File: src/rtl/if_pkg.sv
// Shared types and constants for the instruction fetch queue and its FIFOs.
package if_pkg;

   localparam int unsigned IF_XLEN   = 32;
   localparam int unsigned IF_QDEPTH = 4;
   localparam int unsigned PTR_W     = $clog2(IF_QDEPTH);

   // addi x0,x0,0: filler instruction for idle data buses
   localparam logic [IF_XLEN-1:0] NOP = 32'h0000_0013;

   typedef struct packed {
      logic [IF_XLEN-1:0] pc;
      logic [IF_XLEN-1:0] ir;
   } fetch_entry_t;

endpackage

File: src/rtl/if_sync_fifo.sv
// Synchronous FIFO with flush; push while full is accepted when a pop happens the same cycle.
module if_sync_fifo #(
   parameter int unsigned WIDTH = 8,
   parameter int unsigned DEPTH = 4
) (
   input  logic                     clk,
   input  logic                     rst,
   input  logic                     flush,
   input  logic                     push,
   input  logic                     pop,
   input  logic [WIDTH-1:0]         wdata,
   output logic [WIDTH-1:0]         rdata,
   output logic [$clog2(DEPTH):0]   count,
   output logic                     full,
   output logic                     empty
);

   localparam int unsigned AW = $clog2(DEPTH);
   localparam int unsigned CW = AW + 1;

   logic [WIDTH-1:0] mem_q [DEPTH];
   logic [WIDTH-1:0] mem_d [DEPTH];
   logic [AW-1:0]    wr_ptr_q, wr_ptr_d;
   logic [AW-1:0]    rd_ptr_q, rd_ptr_d;
   logic [CW-1:0]    cnt_q, cnt_d;

   always_comb begin
      mem_d    = mem_q;
      wr_ptr_d = wr_ptr_q;
      rd_ptr_d = rd_ptr_q;
      cnt_d    = cnt_q;
      if (flush) begin
         wr_ptr_d = '0;
         rd_ptr_d = '0;
         cnt_d    = '0;
      end else begin
         if (push) begin
            mem_d[wr_ptr_q] = wdata;
            wr_ptr_d        = wr_ptr_q + AW'(1);
         end
         if (pop) begin
            rd_ptr_d = rd_ptr_q + AW'(1);
         end
         cnt_d = cnt_q + CW'(push) - CW'(pop);
      end
   end

   always_ff @(posedge clk or posedge rst) begin
      if (rst) begin
         mem_q    <= '{default: '0};
         wr_ptr_q <= '0;
         rd_ptr_q <= '0;
         cnt_q    <= '0;
      end else begin
         mem_q    <= mem_d;
         wr_ptr_q <= wr_ptr_d;
         rd_ptr_q <= rd_ptr_d;
         cnt_q    <= cnt_d;
      end
   end

   assign rdata = mem_q[rd_ptr_q];
   assign count = cnt_q;
   assign full  = (cnt_q == CW'(DEPTH));
   assign empty = (cnt_q == '0);

endmodule

File: src/rtl/if_fetch_queue.sv
// Queued instruction fetch stage over a req/gnt/valid memory port, with redirect and wrong-path drop.
// Optional statistics counters are enabled with IF_FETCH_STATS_EN.
module if_fetch_queue import if_pkg::*; #(
   parameter int unsigned      XLEN     = IF_XLEN,
   parameter int unsigned      QDEPTH   = IF_QDEPTH,
   parameter logic [XLEN-1:0]  RESET_PC = '0
) (
   input  logic             clk,
   input  logic             rst,
   input  logic             ex_take_branch_out,
   input  logic [XLEN-1:0]  ex_target_PC_out,
   input  logic             hazard,
   output logic             proc2Imem_req,
   output logic [XLEN-1:0]  proc2Imem_addr,
   input  logic             Imem2proc_gnt,
   input  logic             Imem2proc_valid,
   input  logic [XLEN-1:0]  Imem2proc_data,
   output logic             if_valid_out,
   output logic [XLEN-1:0]  if_PC_out,
   output logic [XLEN-1:0]  if_NPC_out,
   output logic [XLEN-1:0]  if_IR_out
`ifdef IF_FETCH_STATS_EN
   ,
   output logic [31:0]      stat_fetched,
   output logic [31:0]      stat_dropped,
   output logic [31:0]      stat_stall
`endif
);

   localparam int unsigned QPTR_W = $clog2(QDEPTH);
   localparam int unsigned CW     = QPTR_W + 1;
   localparam int unsigned SW     = QPTR_W + 3;
   localparam int unsigned EW     = 2 * XLEN;

   logic [XLEN-1:0] fetch_pc_q, fetch_pc_d;
   logic [CW-1:0]   outstanding_q, outstanding_d;
   logic [CW-1:0]   drop_cnt_q, drop_cnt_d;

   logic            e_push, e_pop, e_full, e_empty;
   logic [EW-1:0]   e_wdata, e_rdata;
   logic [CW-1:0]   e_count;
   logic            t_push, t_pop, t_full, t_empty;
   logic [XLEN-1:0] t_rdata;
   logic [CW-1:0]   t_count;

   logic [SW-1:0]   credit_sum;
   logic            accept, resp_drop, resp_keep;

   if_sync_fifo #(.WIDTH(EW), .DEPTH(QDEPTH)) u_entry_fifo (
      .clk(clk), .rst(rst), .flush(ex_take_branch_out),
      .push(e_push), .pop(e_pop), .wdata(e_wdata), .rdata(e_rdata),
      .count(e_count), .full(e_full), .empty(e_empty)
   );

   // PCs of live (non-discarded) requests, in issue order
   if_sync_fifo #(.WIDTH(XLEN), .DEPTH(QDEPTH)) u_tag_fifo (
      .clk(clk), .rst(rst), .flush(ex_take_branch_out),
      .push(t_push), .pop(t_pop), .wdata(fetch_pc_q), .rdata(t_rdata),
      .count(t_count), .full(t_full), .empty(t_empty)
   );

   always_comb begin
      // queued + live in-flight entries must leave a slot for every response
      credit_sum    = SW'(e_count) + SW'(outstanding_q) - SW'(drop_cnt_q);
      proc2Imem_req = !rst && !ex_take_branch_out && (credit_sum < SW'(QDEPTH));
      accept        = proc2Imem_req && Imem2proc_gnt;
      resp_drop     = Imem2proc_valid && ((drop_cnt_q != '0) || ex_take_branch_out);
      resp_keep     = Imem2proc_valid && !resp_drop;
      if_valid_out  = !e_empty && !ex_take_branch_out;

      e_push  = resp_keep;
      e_pop   = if_valid_out && !hazard;
      e_wdata = {t_rdata, Imem2proc_data};
      t_push  = accept;
      t_pop   = resp_keep;

      fetch_pc_d    = fetch_pc_q;
      outstanding_d = outstanding_q + CW'(accept) - CW'(Imem2proc_valid);
      drop_cnt_d    = drop_cnt_q;
      if (ex_take_branch_out) begin
         fetch_pc_d = ex_target_PC_out & ~XLEN'(3);
         drop_cnt_d = outstanding_q - CW'(Imem2proc_valid);
      end else begin
         if (accept) begin
            fetch_pc_d = fetch_pc_q + XLEN'(4);
         end
         if (resp_drop) begin
            drop_cnt_d = drop_cnt_q - CW'(1);
         end
      end
   end

   always_ff @(posedge clk or posedge rst) begin
      if (rst) begin
         fetch_pc_q    <= RESET_PC;
         outstanding_q <= '0;
         drop_cnt_q    <= '0;
      end else begin
         fetch_pc_q    <= fetch_pc_d;
         outstanding_q <= outstanding_d;
         drop_cnt_q    <= drop_cnt_d;
      end
   end

   assign proc2Imem_addr = fetch_pc_q & ~XLEN'(3);
   assign if_PC_out      = e_empty ? '0 : e_rdata[EW-1:XLEN];
   assign if_IR_out      = e_empty ? '0 : e_rdata[XLEN-1:0];
   assign if_NPC_out     = e_empty ? '0 : e_rdata[EW-1:XLEN] + XLEN'(4);

`ifdef IF_FETCH_STATS_EN
   logic [31:0] stat_fetched_q, stat_fetched_d;
   logic [31:0] stat_dropped_q, stat_dropped_d;
   logic [31:0] stat_stall_q, stat_stall_d;

   // saturating event counters
   always_comb begin
      stat_fetched_d = stat_fetched_q;
      stat_dropped_d = stat_dropped_q;
      stat_stall_d   = stat_stall_q;
      if (resp_keep && (stat_fetched_q != '1)) stat_fetched_d = stat_fetched_q + 32'd1;
      if (resp_drop && (stat_dropped_q != '1)) stat_dropped_d = stat_dropped_q + 32'd1;
      if (if_valid_out && hazard && (stat_stall_q != '1)) stat_stall_d = stat_stall_q + 32'd1;
   end

   always_ff @(posedge clk or posedge rst) begin
      if (rst) begin
         stat_fetched_q <= '0;
         stat_dropped_q <= '0;
         stat_stall_q   <= '0;
      end else begin
         stat_fetched_q <= stat_fetched_d;
         stat_dropped_q <= stat_dropped_d;
         stat_stall_q   <= stat_stall_d;
      end
   end

   assign stat_fetched = stat_fetched_q;
   assign stat_dropped = stat_dropped_q;
   assign stat_stall   = stat_stall_q;
`endif

   // protocol and bookkeeping invariants
   always @(posedge clk) begin
      if (!rst) begin
         assert (!(Imem2proc_valid && (outstanding_q == '0)));
         assert (e_count <= CW'(QDEPTH));
         assert (t_count == outstanding_q - drop_cnt_q);
         assert (!(t_push && t_full));
         assert (!(t_pop && t_empty));
         assert (!(e_push && e_full && !e_pop));
      end
   end

endmodule

File: config.mk
export PLATFORM = sky130hd
export DESIGN_NAME = if_fetch_queue
export DESIGN_NICKNAME = d
export VERILOG_FILES = /design/src/rtl/if_pkg.sv /design/src/rtl/if_sync_fifo.sv /design/src/rtl/if_fetch_queue.sv
export SDC_FILE = /design/constraint.sdc
export NUM_CORES = 1
export LEC_CHECK = 0
export ABC_CLOCK_PERIOD_IN_PS = 10400
export CAP_MARGIN = 20
export CORE_MARGIN = 3
export CORE_UTILIZATION = 60
export CTS_BUF_LIST = sky130_fd_sc_hd__clkbuf_4
export DETAILED_ROUTE_END_ITERATION = 12
export PLACE_DENSITY_LB_ADDON = 0.15
export SYNTH_ARGS = -nofsm -noshare
export SYNTH_HDL_FRONTEND = slang
export SYNTH_HIERARCHICAL = 1
export SYNTH_SLANG_ARGS = --single-unit
File: constraint.sdc
create_clock -name clk -period 10.4 [get_ports clk]
set_input_delay 2.08 -clock clk [delete_from_list [all_inputs] [get_ports clk]]
set_output_delay 2.08 -clock clk [all_outputs]
set_load 0.02 [all_outputs]
After elaboration in Yosys (flattened, before gate mapping)
Index checks and enable logic that the tools add are counted.
{"block": "word_totals", "ff_bits": 433}
{"block": "op_classes", "bitwise_logic": 5, "magnitude_cmp": 7, "muxes": 28, "n_reduce_logical": 23, "add_sub_neg": 14}
{"op": "bitwise mux 256 bit", "count": 1}
{"op": "2-to-1 mux 32 bit", "count": 8}
{"op": "2-to-1 mux 64 bit", "count": 3}
{"op": "binary-select mux 64 bit (select 2 bit)", "count": 1}
{"op": "bitwise mux 128 bit", "count": 1}
{"op": "demux 64 bit (select 2 bit)", "count": 1}
{"op": "adder 32 x 3 -> 32 bit (second input constant)", "count": 2}
{"op": "binary-select mux 32 bit (select 2 bit)", "count": 1}
{"op": "demux 32 bit (select 2 bit)", "count": 1}
{"op": "2-to-1 mux 2 bit", "count": 8}
{"op": "greater-or-equal comparator 3 bit (second input constant)", "count": 4}
{"op": "inverter 2 -> 3 bit", "count": 4}
{"op": "logical AND 1 bit", "count": 9}
{"op": "2-to-1 mux 3 bit", "count": 3}
{"op": "subtractor 3 x 1 -> 3 bit", "count": 3}
{"op": "adder 2 x 1 -> 2 bit (second input constant)", "count": 4}
{"op": "nonzero test 2 bit", "count": 4}
{"op": "adder 3 x 1 -> 3 bit", "count": 2}
{"op": "< comparator 3 x 1 -> 1 bit (second input constant)", "count": 2}
{"op": "logical NOT 1 bit", "count": 5}
{"op": "< comparator 5 x 3 -> 1 bit (second input constant)", "count": 1}
{"op": "subtractor 4 x 3 -> 5 bit", "count": 1}
{"op": "adder 3 x 3 -> 4 bit", "count": 1}
{"op": "AND reduction 2 bit", "count": 2}
{"op": "5 further kinds", "count": 5}

Depth between registers and ports, before layout
Gate-level depths: netlist of the first run.
{"block": "depth", "word_depth": 8, "ltp_mapped": 14, "ltp_nobuf": 13}

Modules after synthesis
Netlist of the first run, hierarchy kept.
{"mod": "if_sync_fifo (u_entry_fifo)", "area_per_inst_um2": 12615.8, "seq_area_each_um2": 6581.3, "cells_per_inst": 660, "n_inst": 1}
{"mod": "if_sync_fifo (u_tag_fifo)", "area_per_inst_um2": 6307.3, "seq_area_each_um2": 3378.2, "cells_per_inst": 349, "n_inst": 1}
{"mod": "if_fetch_queue", "area_per_inst_um2": 3554.7, "seq_area_each_um2": 900.9, "cells_per_inst": 462, "n_inst": 1}

Worst setup path after synthesis of the first run
Ideal clock, no wire load.
{"block": "synth_timing", "path_kind": "in2out", "from": "in ex_take_branch_out", "to": "out if_valid_out", "setup_slack_ps": 5553, "stages": 3, "arrival_time_ps": 2767, "path_cell_list": "clkbuf_1 -> clkbuf_1 -> nor2_1"}
{"block": "synth_via", "elab_chain_cells": 2}
{"element": "from (decl)", "line_no": "if_fetch_queue.sv:10", "rtl": "input logic ex_take_branch_out,"}
{"element": "logical NOT 1 bit", "line_no": "if_fetch_queue.sv:69", "rtl": "if_valid_out = !e_empty && !ex_take_branch_out;"}
{"element": "logical AND 1 bit", "line_no": "if_fetch_queue.sv:69"}
{"element": "to (decl)", "line_no": "if_fetch_queue.sv:18", "rtl": "output logic if_valid_out,"}
No other way between the ends.

Final worst setup path of the first run
{"block": "layout_timing", "from": "reg u_entry_fifo.rd_ptr_q[0]", "to": "out if_NPC_out[31]"}
{"block": "layout_via", "elab_chain_cells": 6}
{"element": "from (decl)", "line_no": "if_sync_fifo.sv:24", "rtl": "logic [AW-1:0] rd_ptr_q, rd_ptr_d;"}
{"element": "from (signal assigned)", "line_no": "if_sync_fifo.sv:57", "rtl": "rd_ptr_q <= rd_ptr_d;"}
{"element": "inverter 2 -> 3 bit (not written as such)", "line_no": "if_sync_fifo.sv:62", "rtl": "assign rdata = mem_q[rd_ptr_q];"}
{"element": "binary-select mux 64 bit (select 2 bit)", "line_no": "if_sync_fifo.sv:62"}
{"element": "2-to-1 mux 64 bit (not written as such) (2 in a row)", "line_no": "if_sync_fifo.sv:62"}
{"element": "via e_rdata[36]", "line_no": "if_fetch_queue.sv:40", "rtl": "logic [EW-1:0] e_wdata, e_rdata;"}
{"element": "adder 32 x 3 -> 32 bit", "line_no": "if_fetch_queue.sv:108", "rtl": "assign if_NPC_out = e_empty ? '0 : e_rdata[EW-1:XLEN] + XLEN'(4);"}
{"element": "2-to-1 mux 32 bit", "line_no": "if_fetch_queue.sv:108"}
{"element": "to (decl)", "line_no": "if_fetch_queue.sv:20", "rtl": "output logic [XLEN-1:0] if_NPC_out,"}
The timed path passes the listed nets, and every way through them passes these cells. The select of a mux whose other input is x is not followed.

==> run_summary.xml, run 1 <==
<?xml version="1.0" encoding="UTF-8"?>
<metrics>
  <group name="placement">
    <metric name="placed_cell_area" unit="um^2">24000</metric>
    <metric name="gp_routability_congestion" unit="">0.859</metric>
    <metric name="numPortBuffers" unit="">195</metric>
    <metric name="hpwlAfterDp" unit="mm">30.2</metric>
  </group>
  <group name="global_route">
    <metric name="pin_count_of_the_biggest_net_entering_global_routing" unit="">199</metric>
    <metric name="grt_usage" unit="%">24.7</metric>
    <metric name="grt_first_pass_wirelength" unit="mm">77.5</metric>
    <metric name="first_global_vias" unit="">14253</metric>
    <metric name="grt_antenna_before_repair" unit="">2</metric>
    <metric name="grt_overflow" unit="">0</metric>
  </group>
  <group name="cells_and_area">
    <metric name="layout_net_count" unit="">1788</metric>
    <metric name="syn2layout_area_growth" unit="%">14.0</metric>
    <metric name="finalInstanceArea" unit="um^2">25400</metric>
    <metric name="final_layout_size_suffix_gt1_share" unit="%">37.1</metric>
  </group>
  <group name="detailed_routing">
    <metric name="route.top_layer_used" unit="">met4</metric>
    <metric name="drc_errors" unit="">0</metric>
    <metric name="detail_route.wirelength.met1" unit="mm">22.3</metric>
    <metric name="detailroute.via_count" unit="">13162</metric>
    <metric name="routed-wl-met2" unit="mm">22.4</metric>
    <metric name="postRouteAntennaNets" unit="">0</metric>
    <metric name="detail_route.iter0.violations" unit="">695</metric>
    <metric name="route.met3.wl" unit="mm">2.10</metric>
    <metric name="wl" unit="mm">47.5</metric>
    <metric name="firstDrtPassIters" unit="">5</metric>
    <metric name="avgRoutedWirePerCell" unit="um">21.2</metric>
    <metric name="vias_per_cell" unit="">5.88</metric>
  </group>
  <group name="critical_path">
    <metric name="cp-end-kind" unit="">output port</metric>
    <metric name="timing.critical_path.required" unit="ns">8.32</metric>
    <metric name="critical_path.top_delay_family" unit="">simple AND/OR/NAND/NOR gates</metric>
    <metric name="worst-endpoint-arrival" unit="ns">5.14</metric>
    <metric name="crit_buf_inv" unit="">2</metric>
    <metric name="cpMaxStageDelayCell" unit="">dfrtp_4</metric>
    <metric name="crit_path_cell_trace" unit="">buf_4, mux4_2, and3_1, nand4_1, nor4_1, xnor2_1, nor2_1, clkdlybuf4s50_1</metric>
    <metric name="setup.worst_path.start_class" unit="">flip-flop</metric>
    <metric name="critPathMaxFanout" unit="">38</metric>
    <metric name="reg2reg_setup_slack" unit="ns">6.19</metric>
    <metric name="longest_individual_stage_delay_on_the_worst_path" unit="ns">0.78</metric>
    <metric name="critical_path_class" unit="">flip-flop to output port</metric>
  </group>
  <group name="sta">
    <metric name="max_freq" unit="MHz">138</metric>
    <metric name="maxSlewHeadroom" unit="%">25.4</metric>
    <metric name="finalHoldViolations" unit="">0</metric>
    <metric name="layout_worst_path_cycle_share" unit="%">69.4</metric>
    <metric name="fin_setup_tns" unit="ns">0</metric>
    <metric name="grt_setup_unrepaired" unit="">no</metric>
    <metric name="setup-violations-final" unit="">0</metric>
    <metric name="fin_crit" unit="ns">7.22</metric>
    <metric name="clock_skew" unit="ns">0.0424</metric>
    <metric name="drv_slew" unit="">0</metric>
    <metric name="tightest_slew" unit="ns">1.11</metric>
  </group>
  <group name="clock_network">
    <metric name="cts_tree" unit="">yes</metric>
    <metric name="cts_max_level" unit="">3</metric>
    <metric name="postCtsSetupBuffers" unit="">0</metric>
    <metric name="cts.sinks" unit="">431</metric>
    <metric name="cts_hold_repair.buffers" unit="">0</metric>
    <metric name="clock_buffers_created_by_tritoncts" unit="">111</metric>
    <metric name="cts-root-to-sink-buffers" unit="">3</metric>
    <metric name="cts_resized" unit="">0</metric>
    <metric name="clk_pin_slew_worst_paths" unit="ns">0.07</metric>
    <metric name="clock_root_cell" unit="">clkbuf_4</metric>
    <metric name="worstSkewPairLatency" unit="ns">0.78</metric>
  </group>
  <group name="power">
    <metric name="vdd_drop_max" unit="V">0.000125</metric>
    <metric name="power_density" unit="nW/um^2">201</metric>
    <metric name="static-leakage-power" unit="nW">12.5</metric>
  </group>
  <group name="floorplan">
    <metric name="std_cell_rows" unit="">69</metric>
    <metric name="core_region_area" unit="um^2">36100</metric>
    <metric name="dieWidth" unit="um">199</metric>
    <metric name="dieHeight" unit="um">199</metric>
    <metric name="die_footprint" unit="um^2">39500</metric>
    <metric name="pin_count" unit="">200</metric>
    <metric name="floorplan.initialDensity" unit="%">61.8</metric>
  </group>
  <group name="logic_synthesis">
    <metric name="synth-warning-count" unit="">6</metric>
    <metric name="synth_area_per_cell" unit="um^2">15.3</metric>
    <metric name="synth.cell_area" unit="um^2">22300</metric>
    <metric name="synthCells" unit="">1455</metric>
  </group>
  <group name="run">
    <metric name="maxCapViolations" unit="">0</metric>
  </group>
  <group name="hold_path">
    <metric name="hp-class" unit="">flip-flop to flip-flop</metric>
  </group>
  <group name="run_status">
    <metric name="status" unit="">completed</metric>
  </group>
</metrics>
==> worst reg2reg max path: stages (launching register included) <==
cell and delay [ns]:
dfrtp_1 0.39, inv_1 0.09, fa_1 0.48, ha_1 0.34, or4b_4 0.56, nor4_4 0.31, nor2_2 0.07, buf_4 0.23
inv_2 0.40, nand3b_4 0.66, mux2_4 0.54
==> cell usage in the layout (no fill, tap or decap), types with 9 or more instances in the layout <==
cell type,instances
buf_4,14
clkdlybuf4s50_1,194
mux4_2,70
ha_1,21
mux2_4,245
nand3_1,22
nor2b_1,63
nand2_1,39
nor3_1,16
clkinv_1,25
conb_1,10
o21ai_0,9
o211ai_1,10
dfrtp_1,428
nand4_1,16
nor4_1,9
nor2_1,49
mux4_1,26
and4_1,9
inv_1,35
xnor2_1,30
mux2_2,137
o311ai_0,12
clkbuf_4,165
a21oi_1,10
==> registers in the layout, summed over array words and instances (netlist names), 3 cells and up <==
register and count:
u_entry_fifo/mem_q 256, u_tag_fifo/mem_q 128, fetch_pc_q 30, drop_cnt_q 3, outstanding_q 3, u_entry_fifo/count 3
==> layer usage <==
layer,track usage (%),vias to the layer above
met3,4.76,56
met1,35.4,6881
met4,7.05,0
met5,0,-
li1,-,5896
met2,39.0,329
==> metrics by stage <==
stage                     instances  hold slack [ns]  utilization (%)  setup slack [ns]  power [mW]
after floorplan                1464            0.457                -              1.08        3.19
after global placement         2041            0.467             66.6              3.92        3.66
after detailed placement       2041            0.485             66.6              3.87        3.71
after CTS                      2235            0.499             70.4              3.01        5.16
after global routing           2237            0.505             70.4              2.75        5.40
final                          2237            0.498             70.4              3.18        5.10
==> final timing paths <==
kind,startpoint,end,depth (start not counted)
min in group asynchronous,rst,u_entry_fifo/count[0],2
worst max register to register,drop_cnt_q[2],u_tag_fifo/mem_q[1],10
worst min register to register,u_tag_fifo/mem_q[96],u_tag_fifo/mem_q[96],1
worst max-delay path,u_entry_fifo/rd_ptr_q[0],if_NPC_out[31],8
worst min-delay path,u_tag_fifo/mem_q[96],u_tag_fifo/mem_q[96],1
max in group asynchronous,rst,u_tag_fifo/mem_q[33],3
==> cell type report <==
cell class / count / area [um^2]
flip-flops and latches: 431 / 10800
repair buffers: 210 / 2070
fillers: 2449 / 10700
diodes: 2 / 5.00
clock buffers: 165 / 1240
well taps: 461 / 577
multi-input cells: 901 / 10400
inverters: 38 / 153
clock inverters: 29 / 138
==> where the power goes <==
part	total [mW]	internal, mW	switching, mW
Sequential	2.09	1.91	0.186
Combinational	1.59	0.796	0.791
Clock	1.42	0.744	0.675
No activity file was read; power rests on OpenSTA's default activity.
==> run 2: changes to the inputs <==
- ABC_CLOCK_PERIOD_IN_PS: 10400 -> 6350
- CORE_UTILIZATION: 60 -> 54
- clock period: 10.4 -> 6.35 ns (I/O delays scaled with it)
==> run 2 against run 1 <==
Combinational power rose by 63%. Final area rose by 0.74%. Power rose by 64%. Hold slack got worse by 0.012 ns. Critical path depth did not move. Setup slack got worse by 2.7 ns. Sequential share of layout area fell by 0.31 points. Flip-flop and latch count did not move. Critical path type unchanged. Critical endpoint is now if_NPC_out[25]. Largest power group unchanged.
==> run_summary.xml, run 2 (synthesis gave the netlist of run 1 again) <==
<?xml version="1.0" encoding="UTF-8"?>
<metrics>
  <group name="detailed_routing">
    <metric name="firstDrtPassIters" unit="">5</metric>
    <metric name="vias_per_cell" unit="">5.68</metric>
    <metric name="avgRoutedWirePerCell" unit="um">20.8</metric>
    <metric name="drc_errors" unit="">0</metric>
    <metric name="detail_route.iter0.violations" unit="">816</metric>
    <metric name="postRouteAntennaNets" unit="">0</metric>
    <metric name="detailroute.via_count" unit="">13127</metric>
    <metric name="wl" unit="mm">48.1</metric>
  </group>
  <group name="sta">
    <metric name="setup-violations-final" unit="">0</metric>
    <metric name="max_freq" unit="MHz">170</metric>
    <metric name="tightest_slew" unit="ns">1.03</metric>
    <metric name="finalHoldViolations" unit="">0</metric>
    <metric name="fin_setup_tns" unit="ns">0</metric>
    <metric name="grt_setup_unrepaired" unit="">no</metric>
    <metric name="fin_crit" unit="ns">5.89</metric>
    <metric name="final_critical_path_setup_slack" unit="ns">0.455</metric>
    <metric name="maxSlewHeadroom" unit="%">31.5</metric>
    <metric name="clock_skew" unit="ns">0.0464</metric>
    <metric name="drv_slew" unit="">0</metric>
    <metric name="layout_worst_path_cycle_share" unit="%">92.8</metric>
  </group>
  <group name="clock_network">
    <metric name="cts-root-to-sink-buffers" unit="">3</metric>
    <metric name="worstSkewPairLatency" unit="ns">0.83</metric>
    <metric name="clock_root_cell" unit="">clkbuf_4</metric>
    <metric name="cts_max_level" unit="">3</metric>
    <metric name="cts_tree" unit="">yes</metric>
    <metric name="cts.sinks" unit="">431</metric>
    <metric name="postCtsSetupBuffers" unit="">0</metric>
    <metric name="clock_buffers_created_by_tritoncts" unit="">113</metric>
    <metric name="clk_pin_slew_worst_paths" unit="ns">0.06</metric>
    <metric name="cts_hold_repair.buffers" unit="">0</metric>
    <metric name="cts_resized" unit="">0</metric>
  </group>
  <group name="run_status">
    <metric name="status" unit="">completed</metric>
  </group>
  <group name="critical_path">
    <metric name="worst-endpoint-arrival" unit="ns">4.62</metric>
    <metric name="critical_path_class" unit="">flip-flop to output port</metric>
    <metric name="setup.worst_path.start_class" unit="">flip-flop</metric>
    <metric name="crit_buf_inv" unit="">2</metric>
    <metric name="cpMaxStageDelayCell" unit="">dfrtp_4</metric>
    <metric name="timing.critical_path.required" unit="ns">5.08</metric>
    <metric name="longest_individual_stage_delay_on_the_worst_path" unit="ns">0.83</metric>
    <metric name="critPathMaxFanout" unit="">34</metric>
    <metric name="critical_path.top_delay_family" unit="">simple AND/OR/NAND/NOR gates</metric>
    <metric name="crit_path_cell_trace" unit="">buf_4, mux4_2, and4_1, nand4_1, nor4_1, xnor2_1, nor2_1, clkdlybuf4s50_1</metric>
    <metric name="cp-end-kind" unit="">output port</metric>
  </group>
  <group name="placement">
    <metric name="gp_routability_congestion" unit="">0.819</metric>
    <metric name="numPortBuffers" unit="">195</metric>
    <metric name="hpwlAfterDp" unit="mm">30.8</metric>
    <metric name="placed_cell_area" unit="um^2">24200</metric>
    <metric name="place_worst_setup_slack" unit="ns">1.30</metric>
  </group>
  <group name="power">
    <metric name="vdd_drop_max" unit="V">0.000254</metric>
    <metric name="power.net_switching" unit="mW">2.70</metric>
    <metric name="static-leakage-power" unit="nW">12.5</metric>
    <metric name="clock_network_fraction_of_design_power" unit="%">27.8</metric>
    <metric name="combPwrFrac" unit="%">31.0</metric>
    <metric name="cellInternalPower" unit="mW">5.64</metric>
    <metric name="p_sw_share" unit="%">32.4</metric>
    <metric name="seq_power_share" unit="%">41.2</metric>
    <metric name="power_density" unit="nW/um^2">326</metric>
  </group>
  <group name="global_route">
    <metric name="grt_overflow" unit="">0</metric>
    <metric name="first_global_vias" unit="">13984</metric>
    <metric name="grt_antenna_before_repair" unit="">2</metric>
    <metric name="grt_first_pass_wirelength" unit="mm">78.2</metric>
    <metric name="grt_usage" unit="%">22.3</metric>
    <metric name="pin_count_of_the_biggest_net_entering_global_routing" unit="">106</metric>
  </group>
  <group name="cells_and_area">
    <metric name="largest_reg_flops" unit="">256</metric>
    <metric name="top_reg_by_flops" unit="">u_entry_fifo/mem_q</metric>
    <metric name="final_layout_size_suffix_gt1_share" unit="%">37.5</metric>
    <metric name="mostFrequentLayoutCell" unit="">dfrtp_1</metric>
    <metric name="syn2layout_area_growth" unit="%">14.8</metric>
    <metric name="mostFrequentLayoutCells" unit="">428 x dfrtp_1, 245 x mux2_4, 194 x clkdlybuf4s50_1</metric>
    <metric name="finalInstanceArea" unit="um^2">25600</metric>
    <metric name="layout_net_count" unit="">1802</metric>
    <metric name="filler_cell_count" unit="">2961</metric>
    <metric name="biggestRegsByFlops" unit="">u_entry_fifo/mem_q x256, u_tag_fifo/mem_q x128, fetch_pc_q x30</metric>
  </group>
  <group name="floorplan">
    <metric name="floorplan.initialDensity" unit="%">55.3</metric>
    <metric name="die_footprint" unit="um^2">43800</metric>
    <metric name="std_cell_rows" unit="">73</metric>
    <metric name="pin_count" unit="">200</metric>
    <metric name="core_region_area" unit="um^2">40300</metric>
    <metric name="dieHeight" unit="um">209</metric>
    <metric name="dieWidth" unit="um">209</metric>
  </group>
  <group name="hold_path">
    <metric name="hp-class" unit="">flip-flop to flip-flop</metric>
  </group>
  <group name="run">
    <metric name="maxCapViolations" unit="">0</metric>
  </group>
</metrics>
[run 2: changes by cell type in the layout (fill, tap and decap cells not counted), moves of 2 or more]
cell / delta
buf_12: +2
buf_4: +10
clkbuf_4: -3
clkinvlp_4: +2
[run 2: final cells by class]
class	count	area [um^2]	area share (%)
inverters	38	149	0.582
repair buffers	222	2190	8.55
multi-input cells	901	10400	40.7
clock inverters	31	155	0.606
flip-flops and latches	431	10800	42.2
well taps	525	657	2.57
diodes	3	7.51	0.0293
clock buffers	162	1220	4.75
[run 2: worst paths after layout]
| check | start | to | slack, ns | cells after the start |
|---|---|---|---|---|
| min in group asynchronous | rst | u_tag_fifo/mem_q[56] | 1.12 | 2 |
| hold / removal | u_tag_fifo/mem_q[127] | u_tag_fifo/mem_q[127] | 0.49 | 1 |
| setup reg to reg | outstanding_q[1] | u_tag_fifo/mem_q[25] | 2.01 | 10 |
| setup / recovery | u_entry_fifo/rd_ptr_q[1] | if_NPC_out[25] | 0.46 | 8 |
| max in group asynchronous | rst | u_tag_fifo/mem_q[33] | 4.10 | 3 |
| hold reg to reg | u_tag_fifo/mem_q[127] | u_tag_fifo/mem_q[127] | 0.49 | 1 |
[run 2: power groups by stage]
| stage | logic [mW] | clock network (mW) | registers (mW) |
|---|---|---|---|
| 2_1_floorplan | 1.85 | 0 | 3.38 |
| 6_report | 2.59 | 2.32 | 3.44 |
| 5_1_grt | 2.79 | 2.56 | 3.49 |
| 4_1_cts | 2.61 | 2.41 | 3.44 |
| 3_5_place_dp | 2.61 | 0 | 3.48 |
| 3_3_place_gp | 2.56 | 0 | 3.46 |
[run 2: per-layer routing]
| layer | routed length, um | track usage (%) | vias to the layer above |
|---|---|---|---|
| met1 | 22900 | 32.9 | 6767 |
| met4 | 920 | 6.26 | 0 |
| met5 | 0 | 0 | - |
| met2 | 22000 | 33.7 | 359 |
| met3 | 2320 | 4.77 | 76 |
| li1 | - | - | 5925 |
[run 2: stage by stage]
step           util, %  power, mW  cells  hold slack, ns
3_3_place_gp      60.1       6.02   2116           0.470
3_5_place_dp      60.1       6.09   2116           0.477
4_1_cts           63.5       8.46   2309           0.490
5_1_grt           63.5       8.84   2313           0.503
2_1_floorplan        -       5.23   1464           0.457
6_report          63.5       8.34   2313           0.486
